<file path="config.mk">
export PLATFORM = sky130hd
export DESIGN_NAME = alu_opa_sequencer
export DESIGN_NICKNAME = d
export VERILOG_FILES = /design/src/rtl/alu_opa_sequencer.sv
export SDC_FILE = /design/constraint.sdc
export NUM_CORES = 1
export LEC_CHECK = 0
export BUFFER_PORTS_ARGS = -buffer_cell sky130_fd_sc_hd__buf_2
export CORE_AREA = 3 3 40 42
export CTS_BUF_LIST = sky130_fd_sc_hd__clkbuf_8
export DETAILED_ROUTE_END_ITERATION = 7
export DIE_AREA = 0 0 43 45
export PLACE_DENSITY_LB_ADDON = 0.1
export SYNTH_ARGS = -nofsm -noshare
export SYNTH_HDL_FRONTEND = slang
export SYNTH_SLANG_ARGS = --single-unit
</file>
<file path="constraint.sdc">
create_clock -name clk -period 3.2 [get_ports clk]
set_input_delay 0.64 -clock clk [delete_from_list [all_inputs] [get_ports clk]]
set_output_delay 0.64 -clock clk [all_outputs]
set_load 0.02 [all_outputs]
</file>
<file path="src/rtl/alu_opa_sequencer.sv">
// alu_opa_sequencer
// Control FSM that schedules the single shared ALU for one issued instruction.
// Single-slot instructions finish in EXEC. JAL/JALR use LINK then TARGET.
// Branches use CMP, then TARGET only when the branch is taken.
// All outputs are decoded from the registered state and the latched opcode.
// The only exception is CMP, whose completion depends on br_taken.
module alu_opa_sequencer #(
   parameter int   OPC_W   = 7,
   parameter logic SEL_RS1 = 1'b0,
   parameter logic SEL_PC  = 1'b1
) (
   input  logic             clk,
   input  logic             rst_n,
   input  logic             issue_valid,
   output logic             issue_ready,
   input  logic [OPC_W-1:0] opcode,
   input  logic             br_taken,
   input  logic             hold,
   output logic             mrs1andpc_ctr,
   output logic [1:0]       opb_sel,
   output logic [1:0]       alu_op_sel,
   output logic             imm_bypass,
   output logic             rd_we,
   output logic             pc_we,
   output logic             jalr_lsb_clr,
   output logic             mem_req,
   output logic             pc_inc,
   output logic             done,
   output logic             illegal,
   output logic [2:0]       state_o
);

   // RV32I major opcodes handled by this sequencer
   localparam logic [OPC_W-1:0] OPC_OP     = OPC_W'(7'b0110011);
   localparam logic [OPC_W-1:0] OPC_OP_IMM = OPC_W'(7'b0010011);
   localparam logic [OPC_W-1:0] OPC_LUI    = OPC_W'(7'b0110111);
   localparam logic [OPC_W-1:0] OPC_AUIPC  = OPC_W'(7'b0010111);
   localparam logic [OPC_W-1:0] OPC_LOAD   = OPC_W'(7'b0000011);
   localparam logic [OPC_W-1:0] OPC_STORE  = OPC_W'(7'b0100011);
   localparam logic [OPC_W-1:0] OPC_JAL    = OPC_W'(7'b1101111);
   localparam logic [OPC_W-1:0] OPC_JALR   = OPC_W'(7'b1100111);
   localparam logic [OPC_W-1:0] OPC_BRANCH = OPC_W'(7'b1100011);

   // Operand-B select encodings
   localparam logic [1:0] OPB_RS2  = 2'b00;
   localparam logic [1:0] OPB_IMM  = 2'b01;
   localparam logic [1:0] OPB_CST4 = 2'b10;

   // ALU operation class encodings
   localparam logic [1:0] ALU_ADD   = 2'b00;
   localparam logic [1:0] ALU_SUB   = 2'b01;
   localparam logic [1:0] ALU_FUNCT = 2'b10;

   typedef enum logic [2:0] {
      S_IDLE   = 3'd0,
      S_EXEC   = 3'd1,
      S_LINK   = 3'd2,
      S_CMP    = 3'd3,
      S_TARGET = 3'd4,
      S_ILL    = 3'd5
   } state_t;

   state_t           state_q;
   state_t           state_d;
   logic [OPC_W-1:0] opcode_q;
   logic             accept;

   // Strobes before hold/reset gating; the selects are never gated.
   logic rd_we_raw;
   logic pc_we_raw;
   logic mem_req_raw;
   logic pc_inc_raw;
   logic done_raw;
   logic illegal_raw;
   logic strobe_en;

   // First state after accepting an instruction with the given opcode.
   function automatic state_t first_state(input logic [OPC_W-1:0] opc);
      state_t s;
      unique case (opc)
         OPC_OP, OPC_OP_IMM, OPC_LUI, OPC_AUIPC, OPC_LOAD, OPC_STORE: s = S_EXEC;
         OPC_JAL, OPC_JALR:                                           s = S_LINK;
         OPC_BRANCH:                                                  s = S_CMP;
         default:                                                     s = S_ILL;
      endcase
      return s;
   endfunction

   assign issue_ready = (state_q == S_IDLE);
   assign accept      = issue_valid && issue_ready;
   assign state_o     = state_q;

   // State register and opcode latch; the opcode is captured only on accept.
   always_ff @(posedge clk) begin
      if (!rst_n) begin
         state_q  <= S_IDLE;
         opcode_q <= '0;
      end else begin
         state_q <= state_d;
         if (accept) begin
            opcode_q <= opcode;
         end
      end
   end

   // Next-state logic; hold freezes every non-IDLE state, and IDLE ignores hold.
   always_comb begin
      state_d = state_q;
      unique case (state_q)
         S_IDLE: begin
            if (issue_valid) begin
               state_d = first_state(opcode);
            end
         end
         S_EXEC: begin
            if (!hold) state_d = S_IDLE;
         end
         S_LINK: begin
            if (!hold) state_d = S_TARGET;
         end
         S_CMP: begin
            if (!hold) state_d = br_taken ? S_TARGET : S_IDLE;
         end
         S_TARGET: begin
            if (!hold) state_d = S_IDLE;
         end
         S_ILL: begin
            if (!hold) state_d = S_IDLE;
         end
         default: state_d = S_IDLE;
      endcase
   end

   // Datapath control decode from the registered state and the latched opcode.
   always_comb begin
      mrs1andpc_ctr = SEL_RS1;
      opb_sel       = OPB_RS2;
      alu_op_sel    = ALU_ADD;
      imm_bypass    = 1'b0;
      jalr_lsb_clr  = 1'b0;
      rd_we_raw     = 1'b0;
      pc_we_raw     = 1'b0;
      mem_req_raw   = 1'b0;
      pc_inc_raw    = 1'b0;
      done_raw      = 1'b0;
      illegal_raw   = 1'b0;
      unique case (state_q)
         S_EXEC: begin
            done_raw   = 1'b1;
            pc_inc_raw = 1'b1;
            unique case (opcode_q)
               OPC_OP: begin
                  mrs1andpc_ctr = SEL_RS1;
                  opb_sel       = OPB_RS2;
                  alu_op_sel    = ALU_FUNCT;
                  rd_we_raw     = 1'b1;
               end
               OPC_OP_IMM: begin
                  mrs1andpc_ctr = SEL_RS1;
                  opb_sel       = OPB_IMM;
                  alu_op_sel    = ALU_FUNCT;
                  rd_we_raw     = 1'b1;
               end
               OPC_AUIPC: begin
                  mrs1andpc_ctr = SEL_PC;
                  opb_sel       = OPB_IMM;
                  alu_op_sel    = ALU_ADD;
                  rd_we_raw     = 1'b1;
               end
               OPC_LUI: begin
                  imm_bypass = 1'b1;
                  rd_we_raw  = 1'b1;
               end
               OPC_LOAD, OPC_STORE: begin
                  mrs1andpc_ctr = SEL_RS1;
                  opb_sel       = OPB_IMM;
                  alu_op_sel    = ALU_ADD;
                  mem_req_raw   = 1'b1;
               end
               default: begin
               end
            endcase
         end
         S_LINK: begin
            // Link value rd = pc + 4 computed on the shared ALU.
            mrs1andpc_ctr = SEL_PC;
            opb_sel       = OPB_CST4;
            alu_op_sel    = ALU_ADD;
            rd_we_raw     = 1'b1;
         end
         S_CMP: begin
            mrs1andpc_ctr = SEL_RS1;
            opb_sel       = OPB_RS2;
            alu_op_sel    = ALU_SUB;
            if (!br_taken) begin
               done_raw   = 1'b1;
               pc_inc_raw = 1'b1;
            end
         end
         S_TARGET: begin
            opb_sel    = OPB_IMM;
            alu_op_sel = ALU_ADD;
            done_raw   = 1'b1;
            pc_we_raw  = 1'b1;
            if (opcode_q == OPC_JALR) begin
               mrs1andpc_ctr = SEL_RS1;
               jalr_lsb_clr  = 1'b1;
            end else begin
               mrs1andpc_ctr = SEL_PC;
            end
         end
         S_ILL: begin
            illegal_raw = 1'b1;
            done_raw    = 1'b1;
         end
         default: begin
         end
      endcase
   end

   // Strobes are suppressed while stalled and during the reset cycle, so a
   // stalled slot fires exactly once and an aborted instruction commits nothing.
   assign strobe_en = rst_n && !hold;
   assign rd_we     = rd_we_raw   && strobe_en;
   assign pc_we     = pc_we_raw   && strobe_en;
   assign mem_req   = mem_req_raw && strobe_en;
   assign pc_inc    = pc_inc_raw  && strobe_en;
   assign done      = done_raw    && strobe_en;
   assign illegal   = illegal_raw && strobe_en;

endmodule
</file>
==> flow_metrics.env, run 1 <==
export IMPL_combPwrFrac=0.223
export IMPL_fillers=133
export IMPL_outcome="finished clean"
export IMPL_grt_overflow=0
export IMPL_die_h_um=45
export IMPL_cp_arrival_ns=1.85
export IMPL_grt_pass1_vias=625
export IMPL_clkLatencyLatePin_ns=0.23
export IMPL_ys_types=30
export IMPL_postCtsSetupBuffers=0
export IMPL_drt_iter0_drc=3
export IMPL_finalNetCount=124
export IMPL_cts_sinks=10
export IMPL_rsz0062_at_grt="false"
export IMPL_io_pins=29
export IMPL_synth_common_cells="nor2_1 (15), dfxtp_1 (10), mux2i_1 (7)"
export IMPL_ant_nets=0
export IMPL_fin_crit_sh=0.7780
export IMPL_ys_flop_type="dfxtp_1"
export IMPL_power_density_nw_per_um2=416.3
export IMPL_min_path_type="reg -> reg"
export IMPL_max_cap_violations=0
export IMPL_drtPass1Iterations=3
export IMPL_synthCells=81
export IMPL_path_class="reg -> out"
export IMPL_synth_top_area_cell="dfxtp_1"
export IMPL_grt_max_degree=15
export IMPL_rows=13
export IMPL_cts_resized=0
export IMPL_drc=0
export IMPL_ys_ff_latch=10
export IMPL_port_buffers=28
export IMPL_dp_hpwl_mm=1.188
export IMPL_peakVddDrop_uv=335.4
export IMPL_cts_buffers=3
export IMPL_syn_nets=93
export IMPL_drive_gt1_frac=0.3455
export IMPL_final_seq_area_um2=200.2
export IMPL_multi_input_area_um2=415.4
export IMPL_clkTransAtPathRegs_ns=0.04
export IMPL_relSlewSlack=0.7195
export IMPL_period_minus_slack_ns=2.490
export IMPL_drt_wl_total_mm=1.534
export IMPL_hold_violations=0
export IMPL_yosys_area_top_type_share=0.3119
export IMPL_skew_ns=0.0006293
export IMPL_intPower_mw=0.2518
export IMPL_slew_violations=0
export IMPL_hold_buffers=0
export IMPL_die_area_um2=1935
export IMPL_cp_required_ns=2.56
export IMPL_start_kind="flip-flop"
export IMPL_yosys_warnings=0
export IMPL_p_clk_frac=0.358
export IMPL_cts_buffer_depth=2
export IMPL_worst_pin_slew_ns=0.4202
export IMPL_grt_pass1_wl_mm=2.642
export IMPL_syn_area_um2=641.9
export IMPL_die_width_um=43
export IMPL_core_area_um2=1285
export IMPL_avgRoutedWirePerCell_um=12.27
export IMPL_ctsRootBufferMaster="clkbuf_8"
export IMPL_antenna_found_initial=0
export IMPL_insertedDiodeCount=0
export IMPL_p_sw_mw=0.09871
export IMPL_yosysSeqAreaShare=0.3119
export IMPL_synth_edf_count=0
export IMPL_cp_max_fo=12
export IMPL_synth_most_common_cell="nor2_1"
export IMPL_start_util=0.4995
export IMPL_max_freq_ghz=0.4017
export IMPL_syn_mean_instance_area_um2=7.924
export IMPL_sw_frac_of_total=0.2816
export IMPL_grt_use_total=0.1805
export IMPL_vias_per_cell=5.464
export IMPL_fin_setup_tns_ns=0
export IMPL_area_growth_pct=31.19
export IMPL_setup_viol=0
export IMPL_vias=683
export IMPL_synth_top_cells_by_area="dfxtp_1 (31%), mux2i_1 (11%), nor2_1 (8.8%), nand3b_1 (3.5%), o21ai_0 (3.1%)"
export IMPL_h_tree_depth=1
export IMPL_gp_congestion=0.7161
export IMPL_synth_async_reset_ratio=0
export IMPL_cts_tree="done"
export IMPL_endpoint_kind="primary output"
export IMPL_p_leak_nw=0.3744
export IMPL_seqPwrFrac=0.419
export IMPL_post_route_util=0.6553
==> worst paths after layout <==
check                                 from                        to  slack (ns)  depth (start not counted)
hold reg to reg   opcode_q[3]$_SDFFE_PN0P_  opcode_q[3]$_SDFFE_PN0P_        0.49                          2
setup reg to reg   state_o[1]$_SDFFE_PN0P_   state_o[2]$_SDFFE_PN0P_        1.77                          3
hold / removal    opcode_q[3]$_SDFFE_PN0P_  opcode_q[3]$_SDFFE_PN0P_        0.49                          2
setup / recovery   state_o[2]$_SDFFE_PN0P_             mrs1andpc_ctr        0.71                          4
==> per-stage QoR <==
step                      instance area, µm²  hold slack [ns]  cells  setup slack (ns)  power, mW
final                                  842.1           0.4914    125            0.7104     0.3505
after global routing                   842.1           0.5395    125            0.5948     0.3691
after CTS                              842.1           0.4982    125            0.7017     0.3537
after detailed placement               800.8           0.4877    122            0.9593     0.2275
after global placement                 800.8           0.4785    122            0.9926     0.2255
after floorplan                        641.9           0.4509     81            0.7351     0.1992
==> power groups by stage <==
stage / clock network [mW] / registers, mW / logic, mW
global route: 0.134 / 0.148 / 0.0872
floorplan: 0 / 0.147 / 0.0522
finish: 0.125 / 0.147 / 0.0782
global placement: 0 / 0.148 / 0.0771
CTS: 0.128 / 0.147 / 0.0790
detailed placement: 0 / 0.149 / 0.0787
==> worst max-delay path, stage by stage (launching register included) <==
cell and delay (ns):
dfxtp_1 0.40, nand2b_2 0.25, or4b_4 0.56, o311ai_2 0.21, buf_2 0.20
==> logic make-up (layout without fill, tap and decap cells) <==
kind of cell / after synthesis / after routing / synth area share
buf+inv: 8 / 37 / 0.05066
compound gates: 12 / 12 / 0.1287
flops: 10 / 10 / 0.3119
mux: 7 / 7 / 0.1092
simple gates: 44 / 44 / 0.3996
==> cell type report <==
| cell class | instances | area share |
|---|---|---|
| multi-input combinational | 63 | 0.4933 |
| sequential | 10 | 0.2377 |
| timing repair buffer | 29 | 0.1753 |
| clock buffer | 3 | 0.04903 |
| inverter | 5 | 0.02229 |
| tap | 15 | 0.02229 |
==> cell usage in the layout, fill, tap and decap left out, types with 3 or more instances in the layout <==
| cell type | n |
|---|---|
| nor3_1 | 3 |
| nand2_1 | 5 |
| clkbuf_8 | 3 |
| inv_1 | 4 |
| o21ai_0 | 4 |
| nand3b_1 | 3 |
| dfxtp_1 | 10 |
| nor2_1 | 15 |
| mux2i_1 | 7 |
| a21oi_1 | 3 |
| buf_2 | 28 |
==> flip-flops by register name, indices dropped and copies added (netlist names) <==
register,flops
state_o,3
opcode_q,7
==> per-layer routing <==
metal  global-route usage  vias to the layer above  wire, µm
li1                     -                      354         -
met1               0.2287                      303       699
met2               0.2934                       22       703
met3              0.02390                        4       101
met4               0.1084                        0        31
met5                    0                        -         0
No activity file was read; power rests on OpenSTA's default activity.
==> inputs of run 2 (changes only) <==
- CORE_AREA: 3 3 40 42 -> 3 3 41 43
- DIE_AREA: 0 0 43 45 -> 0 0 44 46
- clock period: 3.2 -> 2.36 ns (I/O delays scaled with it)
==> run 2 against run 1 <==
Against the previous run: core utilization shrank 1.6 points; critical path type unchanged; largest cell class unchanged; cell area grew 1.3%; critical path depth unchanged.
==> flow_metrics.env, run 2 (synthesized netlist as in run 1, its figures left out) <==
export IMPL_cts_buffers=3
export IMPL_cts_buffer_depth=2
export IMPL_cp_num_buf_inv=1
export IMPL_antenna_found_initial=0
export IMPL_port_buffers=28
export IMPL_die_area_um2=2024
export IMPL_area_growth_pct=32.94
export IMPL_largest_register_ffs=7
export IMPL_start_util=0.4812
export IMPL_insertedDiodeCount=0
export IMPL_cp_max_fo=12
export IMPL_crit_slowest_cell="or4_1"
export IMPL_skew_ns=0.001867
export IMPL_crit_family="simple AND/OR/NAND/NOR gates"
export IMPL_fin_setup_tns_ns=0
export IMPL_relSlewSlack=0.7152
export IMPL_cts_sinks=10
export IMPL_fillers=127
export IMPL_r2r_slack_ns=0.92
export IMPL_reg2reg_from="state_o[1]$_SDFFE_PN0P_"
export IMPL_reg2reg_depth=3
export IMPL_grt_overflow=0
export IMPL_p_leak_nw=0.3753
export IMPL_grt_max_degree=15
export IMPL_critPathLaunch="state_o[2]$_SDFFE_PN0P_"
export IMPL_fin_crit_sh=0.9589
export IMPL_ant_nets=0
export IMPL_clkLatencyLatePin_ns=0.23
export IMPL_ctsRootBufferMaster="clkbuf_8"
export IMPL_outcome="finished clean"
export IMPL_drc=0
export IMPL_h_tree_depth=1
export IMPL_drive_gt1_frac=0.3727
export IMPL_clkTransAtPathRegs_ns=0.04
export IMPL_max_cap_violations=0
export IMPL_rsz0062_at_grt="false"
export IMPL_critical_path_depth=4
export IMPL_drt_iter0_drc=15
export IMPL_r2r_end="state_o[2]$_SDFFE_PN0P_"
export IMPL_finalNetCount=124
export IMPL_layout_common_cells="buf_2 (27), nor2_1 (15), dfxtp_1 (8), mux2i_1 (7), nand2_1 (5)"
export IMPL_grt_use_total=0.1817
export IMPL_post_place_ws_ns=0.2926
export IMPL_vias=688
export IMPL_slew_violations=0
export IMPL_vias_per_cell=5.504
export IMPL_drtPass1Iterations=4
export IMPL_hold_violations=0
export IMPL_worst_pin_slew_ns=0.4266
export IMPL_grt_pass1_vias=623
export IMPL_placed_area_um2=800.8
export IMPL_worstSetupEndpoint="mem_req"
export IMPL_crit_path_max_incr_delay_ns=0.52
export IMPL_period_minus_slack_ns=2.263
export IMPL_die_width_um=44
export IMPL_final_common_cell="buf_2"
export IMPL_gp_congestion=0.7467
export IMPL_dp_hpwl_mm=1.165
export IMPL_max_freq_ghz=0.4419
export IMPL_endpoint_kind="primary output"
export IMPL_post_route_util=0.6398
export IMPL_cp_arrival_ns=1.79
export IMPL_rows=13
export IMPL_path_class="reg -> out"
export IMPL_hold_buffers=0
export IMPL_largest_register="opcode_q"
export IMPL_core_area_um2=1334
export IMPL_grt_pass1_wl_mm=2.656
export IMPL_postCtsSetupBuffers=0
export IMPL_start_kind="flip-flop"
export IMPL_power_density_nw_per_um2=561.1
export IMPL_die_h_um=46
export IMPL_setup_viol=0
export IMPL_io_pins=29
export IMPL_peakVddDrop_uv=534.0
export IMPL_fin_ws_ns=0.09692
export IMPL_hold_ws_ns=0.4919
export IMPL_cp_cell_sequence="nand2b_2 > or4_1 > nor4_2 > buf_4"
export IMPL_min_path_type="in -> reg"
export IMPL_cp_required_ns=1.89
export IMPL_drt_wl_total_mm=1.581
export IMPL_fin_area_um2=853.3
export IMPL_avgRoutedWirePerCell_um=12.65
export IMPL_cts_tree="done"
## run 2: cell counts in the layout (fill, tap and decap cells not counted)
Identical to the previous run, type by type.
## run 2: per-layer routing
metal / GRT usage / part of all wire / up-vias
met5: 0 / 0 / -
met4: 0.1386 / 0.027 / 0
met3: 0.03557 / 0.069 / 5
met2: 0.2674 / 0.42 / 28
met1: 0.2311 / 0.49 / 304
li1: - / - / 351
## run 2: worst min path at each step
| stage | start | to | slack, ns | cells after the start |
|---|---|---|---|---|
| 2_1_floorplan | opcode_q[3]$_SDFFE_PN0P_ | opcode_q[3]$_SDFFE_PN0P_ | 0.45 | 2 |
| 3_3_place_gp | opcode_q[0]$_SDFFE_PN0P_ | opcode_q[0]$_SDFFE_PN0P_ | 0.48 | 2 |
| 3_5_place_dp | opcode_q[1]$_SDFFE_PN0P_ | opcode_q[1]$_SDFFE_PN0P_ | 0.50 | 2 |
| 4_1_cts | rst_n | state_o[2]$_SDFFE_PN0P_ | 0.49 | 2 |
| 5_1_grt | rst_n | state_o[2]$_SDFFE_PN0P_ | 0.51 | 2 |
| 6_report | rst_n | state_o[2]$_SDFFE_PN0P_ | 0.49 | 2 |
## run 2: cell type report
type	count	area (µm²)	area share
Clock buffer	3	41.29	0.04839
Tap cell	15	18.77	0.02199
Multi-Input combinational cell	63	421.7	0.4941
Timing Repair Buffer	29	150.1	0.1760
Sequential cell	10	202.7	0.2375
Inverter	5	18.77	0.02199
## run 2: worst register-to-register path, cell delays in order (launching register included)
cell     delay [ns]
dfxtp_1        0.57
or3b_2         0.48
o21ai_0        0.19
a32o_1         0.14
## run 2: power by group
part	switching, mW	internal, mW	leakage (nW)
logic	0.0585	0.0484	0.271
registers	0.0180	0.183	0.0828
clock network	0.0599	0.111	0.0216
total	0.136	0.342	0.375
## run 2: timing repair
item	in CTS	in global routing
endpoints found under the setup margin	0	2
endpoints found under the hold margin	0	0
resized for setup	0	4
## run 2: metrics by stage
stage | power [mW] | instances
2_1_floorplan | 0.2701 | 81
3_3_place_gp | 0.3066 | 122
3_5_place_dp | 0.3083 | 122
4_1_cts | 0.4814 | 125
5_1_grt | 0.5066 | 125
6_report | 0.4788 | 125
==> inputs of run 3 (changes only) <==
- CELL_PAD_IN_SITES_DETAIL_PLACEMENT: default -> 0
- CELL_PAD_IN_SITES_GLOBAL_PLACEMENT: default -> 1
- CORE_AREA: 3 3 41 43 -> 3 3 49 51
- DIE_AREA: 0 0 44 46 -> 0 0 52 54
==> run 3 against run 2 <==
Against the previous run: routed wire length increased by 4.7%; clock power increased by 22%; largest power group is now the clock network; flip-flop and latch count unchanged; fmax increased by 3.5%; sequential power decreased by 2%.
==> flow_metrics.env, run 3 (synthesized netlist as in run 1, its figures left out) <==
export IMPL_rows=16
export IMPL_core_area_um2=1982
export IMPL_worst_pin_slew_ns=0.4009
export IMPL_min_path_type="in -> reg"
export IMPL_ctsRootBufferMaster="clkbuf_8"
export IMPL_largest_register="opcode_q"
export IMPL_gp_congestion=0.7196
export IMPL_reg2reg_from="state_o[1]$_SDFFE_PN0P_"
export IMPL_vias_per_cell=4.921
export IMPL_worstSetupEndpoint="mrs1andpc_ctr"
export IMPL_clkTransAtPathRegs_ns=0.05
export IMPL_grt_pass1_wl_mm=2.746
export IMPL_r2r_slack_ns=0.97
export IMPL_grt_max_degree=15
export IMPL_io_pins=29
export IMPL_layout_common_cells="buf_2 (28), nor2_1 (15), dfxtp_1 (9), mux2i_1 (7), nand2_1 (5)"
export IMPL_cp_max_fo=4
export IMPL_rsz0062_at_grt="false"
export IMPL_slew_violations=0
export IMPL_insertedDiodeCount=0
export IMPL_cts_sinks=10
export IMPL_vias=684
export IMPL_cp_required_ns=1.89
export IMPL_die_area_um2=2808
export IMPL_power_density_nw_per_um2=589.1
export IMPL_fin_setup_tns_ns=0
export IMPL_crit_family="simple AND/OR/NAND/NOR gates"
export IMPL_clkLatencyLatePin_ns=0.23
export IMPL_drive_gt1_frac=0.3661
export IMPL_ant_nets=0
export IMPL_avgRoutedWirePerCell_um=11.91
export IMPL_dp_hpwl_mm=1.347
export IMPL_area_growth_pct=37.04
export IMPL_start_kind="flip-flop"
export IMPL_critical_path_depth=4
export IMPL_grt_overflow=0
export IMPL_grt_use_total=0.1294
export IMPL_drt_wl_total_mm=1.656
export IMPL_hold_violations=0
export IMPL_skew_ns=0.0008594
export IMPL_reg2reg_depth=3
export IMPL_cp_cell_sequence="nand3b_1 > or4b_4 > o311ai_2 > buf_2"
export IMPL_largest_register_ffs=7
export IMPL_path_class="reg -> out"
export IMPL_max_cap_violations=0
export IMPL_cts_buffer_depth=2
export IMPL_relSlewSlack=0.7324
export IMPL_final_common_cell="buf_2"
export IMPL_drt_iter0_drc=10
export IMPL_start_util=0.3239
export IMPL_cts_buffers=3
export IMPL_critPathLaunch="opcode_q[3]$_SDFFE_PN0P_"
export IMPL_hold_buffers=0
export IMPL_drc=0
export IMPL_antenna_found_initial=0
export IMPL_power_mw=0.5182
export IMPL_crit_path_max_incr_delay_ns=0.54
export IMPL_outcome="finished clean"
export IMPL_cts_resized=0
export IMPL_p_leak_nw=0.3871
export IMPL_fin_crit_sh=0.9261
export IMPL_max_freq_ghz=0.4576
export IMPL_r2r_end="state_o[2]$_SDFFE_PN0P_"
export IMPL_setup_viol=0
export IMPL_port_buffers=28
export IMPL_drtPass1Iterations=4
export IMPL_peakVddDrop_uv=429.6
export IMPL_cts_tree="done"
export IMPL_postCtsSetupBuffers=0
export IMPL_grt_pass1_vias=610
export IMPL_die_h_um=54
export IMPL_cp_num_buf_inv=1
export IMPL_period_minus_slack_ns=2.186
export IMPL_finalNetCount=125
export IMPL_die_width_um=52
export IMPL_h_tree_depth=1
export IMPL_crit_slowest_cell="or4b_4"
export IMPL_cp_arrival_ns=1.71
export IMPL_endpoint_kind="primary output"
## run 3: cell count changes in the layout (fill, tap and decap cells not counted), sizes merged
cell    previous run  this run
buf               29        30
clkbuf             3         4
## run 3: cell type report
class,instances,area [µm²]
tap,27,33.78
multi-input combinational,63,415.4
clock buffer,4,55.05
inverter,5,18.77
fill,216,1102
sequential,10,201.4
timing repair buffer,30,155.1
## run 3: stage by stage
stage	setup WS, ns	area (µm²)	utilization	hold WS [ns]	cells
final	0.1744	879.6	0.4438	0.4988	139
after global routing	0.04421	879.6	0.4438	0.5089	139
after CTS	0.08102	878.3	0.4432	0.5003	139
after detailed placement	0.3387	823.3	0.4154	0.4872	135
after global placement	0.3655	823.3	0.4154	0.4771	135
after floorplan	0.06306	641.9	-	0.4509	81
## run 3: worst register-to-register path, cell delays in order (launching register included)
cell and delay (ns):
dfxtp_1 0.56, or3b_2 0.47, o21ai_0 0.16, a32o_1 0.14
## run 3: worst min-delay path by stage
| stage | start | endpoint | slack, ns | cells past startpoint |
|---|---|---|---|---|
| floorplan | opcode_q[3]$_SDFFE_PN0P_ | opcode_q[3]$_SDFFE_PN0P_ | 0.45 | 2 |
| global placement | opcode_q[0]$_SDFFE_PN0P_ | opcode_q[0]$_SDFFE_PN0P_ | 0.48 | 2 |
| detailed placement | opcode_q[1]$_SDFFE_PN0P_ | opcode_q[1]$_SDFFE_PN0P_ | 0.49 | 2 |
| CTS | opcode_q[1]$_SDFFE_PN0P_ | opcode_q[1]$_SDFFE_PN0P_ | 0.50 | 2 |
| finish | rst_n | state_o[2]$_SDFFE_PN0P_ | 0.50 | 2 |
| global route | rst_n | state_o[2]$_SDFFE_PN0P_ | 0.51 | 2 |
## run 3: power breakdown
| group | switching [mW] | total (mW) | leakage [nW] | internal, mW |
|---|---|---|---|---|
| Combinational | 0.0622 | 0.113 | 0.276 | 0.0504 |
| Sequential | 0.0142 | 0.197 | 0.0824 | 0.182 |
| Clock | 0.0627 | 0.209 | 0.0288 | 0.146 |
## run 3: metal layers
layer | vias up | part of all wire | track usage
met2 | 24 | 0.44 | 0.2092
met5 | - | 0 | 0
li1 | 357 | - | -
met4 | 0 | 0.015 | 0.05240
met1 | 299 | 0.47 | 0.1680
met3 | 4 | 0.068 | 0.02493
